==> src/rtl/player_anim_ctrl.sv <==
// Per-frame action sequencer for one player sprite: idle / windup / throw / hit.
// Optional hit shake on y_off is enabled by defining PLAYER_HIT_SHAKE_EN.
module player_anim_ctrl #(
  parameter int unsigned WINDUP_FRAMES = 20,
  parameter int unsigned THROW_FRAMES  = 10,
  parameter int unsigned HIT_FRAMES    = 30,
  parameter int unsigned SPRITE_WORDS  = 24780
) (
  input  logic        clk,
  input  logic        rst,
  input  logic        vsync,
  input  logic        throw_req,
  input  logic        hit,
  output logic [1:0]  frame_sel,
  output logic [16:0] rom_base,
  output logic [2:0]  y_off,
  output logic        busy,
  output logic        throw_fire
);

  typedef enum logic [1:0] {
    S_IDLE   = 2'd0,
    S_WINDUP = 2'd1,
    S_THROW  = 2'd2,
    S_HIT    = 2'd3
  } state_t;

  localparam logic [7:0]  WINDUP_LAST = 8'(WINDUP_FRAMES - 1);
  localparam logic [7:0]  THROW_LAST  = 8'(THROW_FRAMES - 1);
  localparam logic [7:0]  HIT_LAST    = 8'(HIT_FRAMES - 1);
  localparam logic [16:0] BASE_WINDUP = 17'(SPRITE_WORDS);
  localparam logic [16:0] BASE_THROW  = 17'(2 * SPRITE_WORDS);
  localparam logic [16:0] BASE_HIT    = 17'(3 * SPRITE_WORDS);

  state_t      state, state_nxt;
  logic [7:0]  frame_cnt, cnt_nxt;
  logic        vsync_q, vsync_arm, hit_pend;
  logic        tick, fire_nxt;
  logic [16:0] base_nxt;

  // vsync_arm blocks a false edge when vsync is already high as reset releases.
  assign tick = vsync & ~vsync_q & vsync_arm;

  // NOTE: sequential state uses non-blocking assignments so every register samples pre-edge values.
  always_ff @(posedge clk) begin
    if (rst) begin
      vsync_q   <= 1'b0;
      vsync_arm <= 1'b0;
      hit_pend  <= 1'b0;
    end else begin
      vsync_q <= vsync;
      if (!vsync)
        vsync_arm <= 1'b1;
      if (tick)
        hit_pend <= 1'b0;
      else if (hit)
        hit_pend <= 1'b1;
    end
  end

  // NOTE: every combinational output gets a default first so no latch is inferred.
  always_comb begin
    state_nxt = state;
    cnt_nxt   = frame_cnt;
    fire_nxt  = 1'b0;
    if (tick) begin
      if (hit_pend || hit) begin
        state_nxt = S_HIT;
        cnt_nxt   = 8'd0;
      end else begin
        cnt_nxt = frame_cnt + 8'd1;
        unique case (state)
          S_IDLE: begin
            if (throw_req) begin
              state_nxt = S_WINDUP;
              cnt_nxt   = 8'd0;
            end
          end
          S_WINDUP: begin
            if (frame_cnt == WINDUP_LAST) begin
              state_nxt = S_THROW;
              cnt_nxt   = 8'd0;
              fire_nxt  = 1'b1;
            end
          end
          S_THROW: begin
            if (frame_cnt == THROW_LAST) begin
              state_nxt = S_IDLE;
              cnt_nxt   = 8'd0;
            end
          end
          S_HIT: begin
            if (frame_cnt == HIT_LAST) begin
              state_nxt = S_IDLE;
              cnt_nxt   = 8'd0;
            end
          end
          default: begin
            state_nxt = S_IDLE;
            cnt_nxt   = 8'd0;
          end
        endcase
      end
    end
  end

  always_comb begin
    base_nxt = 17'd0;
    unique case (state_nxt)
      S_WINDUP: base_nxt = BASE_WINDUP;
      S_THROW:  base_nxt = BASE_THROW;
      S_HIT:    base_nxt = BASE_HIT;
      default:  base_nxt = 17'd0;
    endcase
  end

  always_ff @(posedge clk) begin
    if (rst) begin
      state      <= S_IDLE;
      frame_cnt  <= 8'd0;
      frame_sel  <= 2'd0;
      rom_base   <= 17'd0;
      busy       <= 1'b0;
      throw_fire <= 1'b0;
    end else begin
      state      <= state_nxt;
      frame_cnt  <= cnt_nxt;
      frame_sel  <= state_nxt;
      rom_base   <= base_nxt;
      busy       <= (state_nxt != S_IDLE);
      throw_fire <= fire_nxt;
    end
  end

`ifdef PLAYER_HIT_SHAKE_EN
  // Shake toggles every four frames of the hit count.
  always_ff @(posedge clk) begin
    if (rst)
      y_off <= 3'd0;
    else
      y_off <= (state_nxt == S_HIT && cnt_nxt[2]) ? 3'd4 : 3'd0;
  end
`else
  assign y_off = 3'd0;
`endif

endmodule
==> config.mk <==
export PLATFORM = sky130hd
export DESIGN_NAME = player_anim_ctrl
export DESIGN_NICKNAME = d
export VERILOG_FILES = /design/src/rtl/player_anim_ctrl.sv
export SDC_FILE = /design/constraint.sdc
export NUM_CORES = 1
export LEC_CHECK = 0
export CAP_MARGIN = 10
export CORE_MARGIN = 2
export CORE_UTILIZATION = 42
export DETAILED_ROUTE_END_ITERATION = 8
export PLACE_DENSITY = 0.7
export RECOVER_POWER = 100
export SETUP_SLACK_MARGIN = 0.3
export SLEW_MARGIN = 40
export SYNTH_ARGS = -nofsm -noshare
export SYNTH_HDL_FRONTEND = slang
export SYNTH_SLANG_ARGS = --single-unit
export TNS_END_PERCENT = 100
==> constraint.sdc <==
create_clock -name clk -period 1.9 [get_ports clk]
set_clock_uncertainty 0.05 [all_clocks]
set_input_delay 0.19 -clock clk [delete_from_list [all_inputs] [get_ports clk]]
set_output_delay 0.19 -clock clk [all_outputs]
set_load 0.02 [all_outputs]
==> metrics.csv, run 1 <==
metric,value,unit
status,completed,
DRC viols,0,
Final Max Slew Viols,0,
Area contributors post-synth,"dfxtp_1, buf_4, ha_1",
pwr dens,553,mW/mm²
Root Buffer,clkbuf_4,
Routed WL per cell,13.6,µm
"Primary FF master, synth",dfxtp_1,
DRT Wirelength,2.41,mm
Post-Syn Area,0.00107,mm²
CTS sink count,18,
Nets,158,
vias per cell,5.49,
Final Util,57.7,%
Final Cycle Share,95.0,%
RD Place Congestion,0.853,
DIE WIDTH,54.5,µm
"FFs w/ async S/R, synth",0,%
Setup Viol. Count Final,0,
total gr overflow,0,
final non-filler cell total,177,
Max Clk Rate,554,MHz
"Seq/Total Area, Yosys",33.7,%
Placeable Area,0.00245,mm²
CP max stage delay,0.49,ns
GR Util All Layers,17.9,%
Lkg Pwr,0.000620,µW
final hold violations,0,
Synthesis Warnings,0,
RSZ-0062 raised after global routing,yes,
Area Growth Syn to Fin,32.5,%
critical path arrival,1.99,ns
MaxCap Viol Count,0,
remaining antenna violation count,0,
PnR worst setup slack,0.0953,ns
Yosys cell types,39,
Worst setup EP type,flop,
CTS Buf Count,3,
cell count after synthesis,123,
first-pass GRT wire length,3.75,mm
CTS tree,built,
layout cells sized above 1,29.3,%
"Slowest-stage cell, CP",or4b_4,
post-synth top area cell,dfxtp_1,
initial antenna violation count,0,
"commonest cells after routing, fill and taps aside","dfxtp_1, buf_4, dlygate4sd3_1",
# port buffers,20,
synthesized flop and latch total,18,
DR vias,971,
VDD IR max,0.296,mV
clk_lat worst skew,0.29,ns
crit path cell chain,ha_4 -> or4b_4 -> o31ai_4 -> a22oi_2 -> buf_4 -> ha_2 -> nor2_2,
DIE AREA,0.00297,mm²
syn_area_per_cell,8.70,µm²
Boundary Pins,29,
Clock Path Buffers,2,
post-cts hold buffer count,0,
critical path class,reg2reg,
hold_ws,0.421,ns
Critical Path Fanout Max,5,
post-synth top area share,33.7,%
Worst Path Required,2.09,ns
Hold Crit Class,reg2reg,
startpoint type of the worst setup path,flop,
Post-Route Setup TNS,0,ns
FP Rows,18,
"worst slack, placed",0.0236,ns
Starting DRT DRC Count,28,
first-pass iteration count of the detailed router,4,
largest net degree at the start of global routing,12,
placed insts,166,
starting density of the core,43.6,%
DP HPWL,1.65,mm
diode count,0,
Die Span Y,54.5,µm
clk slew on worst S/H paths,0.11,ns
H-Tree Depth,1,
Post-synth EDFFs,0,
vias in the first global route,865,
crit path time final,1.80,ns
worst max-delay path: cells and delay by family, from the launching register on:
family | cells | cell delay (ns)
and+or+nand+nor | 2 | 0.58
DFF | 1 | 0.39
adders and majority gates | 2 | 0.30
AOI/OAI and AO/OA | 2 | 0.28
buffers and inverters | 1 | 0.15
where the power goes:
group          internal, µW  switching, µW  total (µW)
Combinational          60.4           83.6         144
Sequential              387           10.6         398
Clock                   117            126         242
Total                   565            220         784
cell type report:
class	instances	area [µm²]
clock buffers	4	36.3
fillers	219	1040
inverters	4	15.0
well taps	30	37.5
repair buffers	36	305
multi-input cells	85	652
flip-flops and latches	18	372
timing repair:
action / in CTS / in global routing
pin swaps: 7 / 3
setup endpoints to repair: 18 / 14
hold endpoints to repair: 0 / 0
cloned: 0 / 0
gates resized for setup: 15 / 13
setup buffers: 6 / 1
kinds of logic after synthesis:
logic type                 after synthesis  synth area share, %
adders and majority gates                5                 5.85
other                                    1                0.351
xor gates and xnor gates                 2                 1.64
buffers and inverters                   27                 16.4
AOI/OAI and AO/OA                       17                 13.0
DFF                                     18                 33.7
and+or+nand+nor                         53                 29.1
state kept, by name (all words and copies together) (netlist names), named ones only:
signal	flops
frame_cnt	8
throw_fire	1
rom_base	4
hit_pend	1
busy	1
vsync_arm	1
vsync_q	1
per-layer routing:
layer,GRT usage (%),share of wire (%),vias to the layer above
met5,0,0,-
met3,3.55,6.8,6
li1,-,-,456
met4,7.92,1.4,0
met2,30.9,50,42
met1,21.2,42,467
synthesized netlist by cell type (2+ instances only):
library cell and n:
a211o_1 2, a21oi_1 3, and2_1 2, and3_1 3, buf_4 17, clkbuf_1 3, dfxtp_1 18, ha_1 5
inv_1 4, nand2_1 9, nand2b_1 2, nand3_1 3, nand4_1 5, nor2_1 5, nor2b_1 3, nor3_1 6
nor4_1 3, nor4b_1 2, o2111ai_1 2, o21ai_1 4, or3_1 3, xor2_1 2
worst paths after layout:
check / startpoint / to / slack [ns] / depth (start not counted)
max reg2reg: frame_cnt[1] / busy / 0.1 / 7
min reg2reg: vsync_arm / vsync_arm / 0.42 / 2
min: vsync_arm / vsync_arm / 0.42 / 2
max: frame_cnt[1] / busy / 0.1 / 7
through the flow:
stage / power (µW) / cell area (µm²)
floorplan: 512 / 1130
global placement: 550 / 1270
detailed placement: 553 / 1270
CTS: 793 / 1400
global route: 823 / 1420
finish: 784 / 1420
(Power assumes the default switching activity.)
==> run 2, diff against run 1 <==
- HOLD_SLACK_MARGIN: not set -> 0.08
- SLEW_MARGIN: 40 -> 20
==> results of run 2 <==
The final DEF is identical to that of run 1; final timing and power are the same.
